==> src/rtl/axis_byte_header_insert.sv <==
// axis_byte_header_insert: prepends a 1..W byte header to each AXI-Stream packet and repacks the payload densely
`timescale 1ns/1ps
module axis_byte_header_insert #(
  parameter int DATA_WD = 32,
  parameter int DATA_BYTE_WD = DATA_WD / 8,
  parameter int BYTE_CNT_WD = $clog2(DATA_BYTE_WD)
) (
  input  logic                    clk,
  input  logic                    rst,
  input  logic                    valid_in,
  output logic                    ready_in,
  input  logic [DATA_WD-1:0]      data_in,
  input  logic [DATA_BYTE_WD-1:0] keep_in,
  input  logic                    last_in,
  output logic                    valid_out,
  input  logic                    ready_out,
  output logic [DATA_WD-1:0]      data_out,
  output logic [DATA_BYTE_WD-1:0] keep_out,
  output logic                    last_out,
  input  logic                    valid_insert,
  output logic                    ready_insert,
  input  logic [DATA_WD-1:0]      data_insert,
  input  logic [BYTE_CNT_WD-1:0]  hdr_byte_cnt
);
  localparam int CW = BYTE_CNT_WD + 2;
  typedef enum logic [1:0] {IDLE, STREAM, FLUSH} state_t;
  state_t state_q, state_d;
  logic [DATA_WD-1:0] res_q, res_d, data_q, data_d, shifted, carry, hmask;
  logic [DATA_BYTE_WD-1:0] keep_q, keep_d;
  logic last_q, last_d, valid_q, valid_d, out_free, in_fire, hdr_fire;
  logic [CW-1:0] h_q, h_d, rem_q, rem_d, k, t;

  function automatic logic [DATA_BYTE_WD-1:0] kmask(input logic [CW-1:0] n);
    logic [DATA_BYTE_WD-1:0] m;
    for (int i = 0; i < DATA_BYTE_WD; i++) m[i] = CW'(i) < n;
    return m;
  endfunction

  function automatic logic [DATA_WD-1:0] bexp(input logic [DATA_BYTE_WD-1:0] m);
    logic [DATA_WD-1:0] e;
    for (int i = 0; i < DATA_BYTE_WD; i++) e[8*i +: 8] = {8{m[i]}};
    return e;
  endfunction

  always_comb begin
    out_free = !valid_q || ready_out;
    ready_in = state_q == STREAM && out_free;
    ready_insert = state_q == IDLE;
    in_fire = valid_in && ready_in;
    hdr_fire = valid_insert && ready_insert;
    k = '0;
    for (int i = 0; i < DATA_BYTE_WD; i++) k = k + CW'(keep_in[i]);
    t = h_q + k;
    hmask = ~({DATA_WD{1'b1}} << {h_q, 3'b000});
    shifted = (data_in << {h_q, 3'b000}) | (res_q & hmask);
    // bytes pushed past the top of this beat carry into the next one
    carry = data_in >> {CW'(DATA_BYTE_WD) - h_q, 3'b000};
    state_d = state_q;
    res_d = res_q;
    h_d = h_q;
    rem_d = rem_q;
    data_d = data_q;
    keep_d = keep_q;
    last_d = last_q;
    valid_d = valid_q && !ready_out;
    if (hdr_fire) begin
      res_d = data_insert;
      h_d = CW'(hdr_byte_cnt) + CW'(1);
      state_d = STREAM;
    end
    if (in_fire) begin
      valid_d = 1'b1;
      res_d = carry;
      data_d = shifted;
      keep_d = '1;
      last_d = 1'b0;
      if (last_in) begin
        keep_d = t <= CW'(DATA_BYTE_WD) ? kmask(t) : '1;
        last_d = t <= CW'(DATA_BYTE_WD);
        rem_d = t - CW'(DATA_BYTE_WD);
        state_d = t <= CW'(DATA_BYTE_WD) ? IDLE : FLUSH;
      end
    end
    if (state_q == FLUSH && out_free) begin
      valid_d = 1'b1;
      data_d = res_q;
      keep_d = kmask(rem_q);
      last_d = 1'b1;
      state_d = IDLE;
    end
    data_d = data_d & bexp(keep_d);
  end

  always_ff @(posedge clk) begin
    if (rst) begin
      state_q <= IDLE;
      res_q <= '0;
      h_q <= '0;
      rem_q <= '0;
      data_q <= '0;
      keep_q <= '0;
      last_q <= 1'b0;
      valid_q <= 1'b0;
    end else begin
      state_q <= state_d;
      res_q <= res_d;
      h_q <= h_d;
      rem_q <= rem_d;
      data_q <= data_d;
      keep_q <= keep_d;
      last_q <= last_d;
      valid_q <= valid_d;
    end
  end

  assign valid_out = valid_q;
  assign data_out = data_q;
  assign keep_out = keep_q;
  assign last_out = last_q;
endmodule

==> config.mk <==
export PLATFORM = sky130hd
export DESIGN_NAME = axis_byte_header_insert
export DESIGN_NICKNAME = d
export VERILOG_FILES = /design/src/rtl/axis_byte_header_insert.sv
export SDC_FILE = /design/constraint.sdc
export NUM_CORES = 1
export LEC_CHECK = 0
export CORE_MARGIN = 2
export CORE_UTILIZATION = 50
export DETAILED_ROUTE_END_ITERATION = 7
export PLACE_DENSITY = 0.78
export SKIP_CTS_REPAIR_TIMING = 1
export SLEW_MARGIN = 20
export SYNTH_ARGS = -nofsm -noshare
export SYNTH_HDL_FRONTEND = slang
export SYNTH_SLANG_ARGS = --single-unit
==> constraint.sdc <==
create_clock -name clk -period 5.6 [get_ports clk]
set_input_delay 1.68 -clock clk [delete_from_list [all_inputs] [get_ports clk]]
set_output_delay 1.68 -clock clk [all_outputs]
set_load 0.02 [all_outputs]
## Yosys cells after proc, flatten, opt, wreduce, memory -nomap -nowiden

Cells that the tools add are included.

| operators by class | value |
|---|---|
| $add $sub $neg | 7 |
| $mul | 0 |
| div/mod/pow operators | 0 |
| $lt $le $gt $ge | 9 |
| eq/ne operators | 2 |
| shift operators | 3 |
| muxes and demuxes | 17 |
| bitwise operators | 4 |
| reduce and logical (&&, ||, !) cells | 13 |

Operators with widths:

| kind | count |
|---|---|
| $mux 32 | 4 |
| $and 32x32->32 | 2 |
| $not 32->32 | 1 |
| $or 32x32->32 | 1 |
| $shl 32x7->32 | 1 |
| $shl 32x7->32 const A | 1 |
| $shr 32x7->32 | 1 |
| $lt 1x4->1 const A | 4 |
| $lt 2x4->1 const A | 4 |
| $mux 4 | 4 |
| $mux 2 | 4 |
| $logic_and 1x1->1 | 5 |
| $mux 1 | 5 |
| $add 3x1->4 | 1 |
| $add 4x4->4 | 1 |
| $le 4x3->1 const B | 1 |
| $reduce_bool 2->1 | 2 |
| $sub 3x4->4 const A | 1 |
| $sub 4x3->4 const B | 1 |
| $add 2x1->3 | 1 |
| $add 2x1->3 const B | 1 |
| $add 1x1->2 | 1 |
| $eq 2x1->1 const B | 1 |
| $eq 2x2->1 const B | 1 |
| other kinds (5) | 6 |

| word-level totals | value |
|---|---|
| flip-flop bits (word level) | 80 |
| bits in latches | 0 |
| bits in writable memories | 0 |
| memory bits (read-only) | 0 |
| input port bits | 76 |
| word-level logic and storage cells | 63 |
| memories | 0 |

## Depth between registers and ports, before layout

| depth | value |
|---|---|
| depth after elaboration | 10 |
| mapped depth | 13 |

## Worst setup path after synthesis

OpenSTA, ideal clock, no wires.

| path | value |
|---|---|
| path kind | input to register |
| from | input port keep_in[0] |
| to | register data_q[16], in the netlist data_out[16] |
| arrival time | 4,085 ps |
| path slack | 1,385 ps |
| cell stages on the path | 11 |
| path through | fa_1 -> fa_1 -> inv_1 -> fa_1 -> xnor2_1 -> ha_1 -> nor2b_1 -> a2bb2oi_1 -> nand4_1 -> o221ai_2 -> nor2_1 |

| between the ends | value |
|---|---|
| word-level cells in the longest chain between the ends | 10 |
| elaborated cells between the ends (all ways) | 11 |
| classes of those cells | add/sub: 4; order compare: 2; mux: 4; bitwise: 1 |

Ends and longest elaborated chain:

| element | line | source |
|---|---|---|
| start, declared | 13 | `input logic [DATA_BYTE_WD-1:0] keep_in,` |
| $add 1x1->2 * | 52 | `for (int i = 0; i < DATA_BYTE_WD; i++) k = k + CW'(keep_in[i]);` |
| $add 2x1->3 * | 52 |  |
| $add 3x1->4 * | 52 |  |
| $add 4x4->4 * | 53 | `t = h_q + k;` |
| $lt 2x4->1 / $le 4x3->1 (equally long branches) | 35, 78 |  |
| $mux 4 * | 78 | `keep_d = t <= CW'(DATA_BYTE_WD) ? kmask(t) : '1;` |
| $mux 4 * | 77 | `if (last_in) begin` |
| $mux 4 * | 71 | `if (in_fire) begin` |
| $mux 4 * | 84 | `if (state_q == FLUSH && out_free) begin` |
| $and 32x32->32 * | 91 | `data_d = data_d & bexp(keep_d);` |
| end signal, assigned | 109 | `data_q <= data_d;` |
| end, declared | 28 | `logic [DATA_WD-1:0] res_q, res_d, data_q, data_d, shifted, carry, hmask;` |

Mark *: on every way between the ends. The rest lies on a longest branch, timed or not.
A chain may end at the register's enable or synchronous reset.

## Worst setup path after layout

| path | value |
|---|---|
| from | input port ready_out |
| to | output port ready_in |

| between the ends | value |
|---|---|
| word-level cells in the longest chain between the ends | 2 |

Ends and longest elaborated chain:

| element | line | source |
|---|---|---|
| start, declared | 16 | `input logic ready_out,` |
| $logic_or 1x1->1 | 46 | `out_free = !valid_q \|\| ready_out;` |
| $logic_and 1x1->1 | 47 | `ready_in = state_q == STREAM && out_free;` |
| end, declared | 11 | `output logic ready_in,` |

Every way passes these cells.

==> impl_metrics.yaml <==
run_status:
  outcome: "completed"
floorplanning:
  die_h_um: 104
  floorplan.initialDensity: 0.512
  fp.coreArea_um2: 9680
  core.rowCount: 36
  die_w_um: 104
  io_pins: 116
  design.die.area_um2: 10700
worst_setup_path:
  worstPathArrival_ns: 3.26
  cp_slowest_cell: "sky130_fd_sc_hd__clkdlybuf4s50_1"
  stage_delay_of_the_slowest_cell_on_the_critical_path_ns: 0.59
  required_ns: 3.92
  critical_path.startpoint_type: "input port"
  crit_fanout: 13
  crit_path_end_kind: "output pin"
  crit_path_frequent_cell: "sky130_fd_sc_hd__clkdlybuf4s50_1"
  worstSetupPathType: "in2out"
  rr_startpoint: "h_q[0]"
  cp_cell_sequence: "clkdlybuf4s50_1 -> nand2b_2 -> and3_1 -> clkdlybuf4s50_1"
  critical_path.reg2reg.endpoint: "res_q[26]"
  worst-r2r-setup-slack_ns: 2.41
  worstRegToRegCells: 7
timing:
  max_slew_headroom: 0.240
  setup_viol: 0
  grt_setup_unrepaired: "false"
  layout_min_cycle_time_ns: 4.94
  worst_slack_setup_final_ns: 0.659
  setup_total_negative_slack_ns: 0
  final_worst_path_cycle_share: 0.882
  clock-skew-final_ns: 0.0114
  maximum_clock_rate_mhz: 202
  timing.final.max_slew_violations: 0
  worst_margin_pin_slew_ns: 1.13
  hold_viol: 0
logic_synthesis:
  synth.ff_latch_count: 79
  ys.warnings.count: 0
  yosys.area.top_type_share: 0.319
  synth-seq-area-share: 0.319
  synth_area_leader_cell: "sky130_fd_sc_hd__dfxtp_1"
  synth_edf_count: 0
  yosys.cell_types.count: 56
  synthesized_area_per_cell_um2: 8.08
  syn_nets: 700
  post_synth_main_area_contributors: "sky130_fd_sc_hd__dfxtp_1 32%, sky130_fd_sc_hd__nor2_1 6.4%, sky130_fd_sc_hd__a21oi_1 5.5%"
  synth_flop_cell: "sky130_fd_sc_hd__dfxtp_1"
  postSynthCellCount: 614
  most_frequent_cell_after_synthesis: "sky130_fd_sc_hd__nor2_1"
  syn_area_um2: 4960
  yosys-top-cells-count: "85 x sky130_fd_sc_hd__nor2_1, 79 x sky130_fd_sc_hd__dfxtp_1, 54 x sky130_fd_sc_hd__a21oi_1"
  asyncSetResetFlopFracSynth: 0
clock_tree:
  cts_buffer_depth: 2
  cts_root_buffer: "sky130_fd_sc_hd__clkbuf_8"
  path_clk_slew_ns: 0.08
  cts-buffers-inserted: 9
  cts.sinks: 79
  clk-insertion-delay-late_ns: 0.35
  cts_tree: "built"
  cts_max_level: 3
detailed_routing:
  drt_drc_violations_left: 0
  drtAntennaViolNets: 0
  drt_pre_antenna_iters: 6
  sum_of_routed_wire_length_over_all_layers_um: 15900
  detailedRoute.firstIterationViolations: 581
  avgViaCountPerCell: 6.15
  via_count: 5116
  detail_route.wl_per_cell_um: 19.1
worst_hold_path:
  hold_path.class: "reg2reg"
  min-delay-start: "res_q[5]"
  min_path_cells: 2
  hold_path_end: "data_out[5]"
cells_and_area:
  design.final.nets: 781
  share_of_final_layout_standard_cells_stronger_than_drive_strength_1: 0.0959
  area_of_all_placed_cells_without_fillers_um2: 6240
  antenna_cells: 0
  area_delta_synth_final_pct: 25.8
place:
  port_buffers: 115
  hpwl_um: 11600
  placed_cell_area_um2: 6020
  place_congestion: 0.920
  dp_worst_setup_slack_ns: 0.486
global_route:
  grt_pass1_wl_um: 25500
  grt_max_degree: 72
  globalRouteOverflowTotal: 0
  antenna_found_initial: 0
  track_usage: 0.292
  via_count_of_the_first_global_routing_pass: 5004
power_and_ir_drop:
  peakVddDrop_v: 0.000141
  total_leakage_power_nw: 2.23
  power_density_nw_per_um2: 244
job:
  maxCapViolations: 0
logic make-up after synthesis:
| logic type | count (synthesis) | synth area share |
|---|---|---|
| compound gates | 193 | 0.281 |
| xor+xnor | 1 | 0.00177 |
| fa+ha+maj | 10 | 0.0298 |
| buf+inv | 62 | 0.0659 |
| flops | 79 | 0.319 |
| mux | 28 | 0.0585 |
| simple gates | 241 | 0.245 |
worst max-delay path, delay by kind of cell:
kind | cells | cell delay [ns]
simple gates | 2 | 0.51
buf+inv | 2 | 1.07
metrics by stage:
| step | instances | total power [mW] | util | hold slack [ns] |
|---|---|---|---|---|
| floorplan | 614 | 0.909 | - | 0.437 |
| global placement | 817 | 1.05 | 0.622 | 0.447 |
| detailed placement | 817 | 1.06 | 0.622 | 0.455 |
| CTS | 832 | 1.52 | 0.644 | 0.459 |
| global route | 832 | 1.59 | 0.644 | 0.481 |
| finish | 832 | 1.52 | 0.644 | 0.460 |
metal layers:
layer	global-route usage	wire (um)	vias to the layer above
li1	-	-	2406
met1	0.384	6750	2445
met2	0.480	7530	227
met3	0.0491	1150	38
met4	0.118	463	0
met5	0	0	-
cell type report:
class / count / area (um^2)
inverter: 13 / 48.8
clock buffer: 12 / 145
tap: 133 / 166
fill: 869 / 3450
clock inverter: 3 / 67.6
sequential: 79 / 1580
multi-input combinational: 473 / 3050
timing repair buffer: 119 / 1180
flip-flops by register name, summed over array words and instances, names as in the netlist:
signal     flops
rem_q          4
last_out       1
h_q            3
valid_out      1
res_q         32
state_q        2
data_out      32
keep_out       4
power breakdown:
part | total [mW] | switching [mW] | internal [mW]
clock network | 0.470 | 0.209 | 0.262
logic | 0.433 | 0.253 | 0.180
registers | 0.621 | 0.0231 | 0.598
layout by cell type (no fill, tap or decap), drive strengths merged, types with 11 or more instances in the layout:
| master | n |
|---|---|
| a221oi | 17 |
| clkbuf | 12 |
| nand2b | 13 |
| o21ai | 24 |
| nor3 | 45 |
| a21o | 17 |
| nand2 | 51 |
| nor2 | 88 |
| dfxtp | 79 |
| clkdlybuf4s50 | 114 |
| inv | 13 |
| nand3 | 11 |
| a211oi | 34 |
| mux2i | 20 |
| a21oi | 60 |
worst max-delay path by stage:
stage                           from            to  cells after the start
after floorplan           keep_in[0]  data_out[16]                     11
after global placement    keep_in[0]  data_out[20]                     12
after detailed placement  keep_in[0]  data_out[19]                     12
after CTS                  ready_out      ready_in                      4
after global routing       ready_out      ready_in                      4
final                      ready_out      ready_in                      4
(Power assumes the default switching activity.)
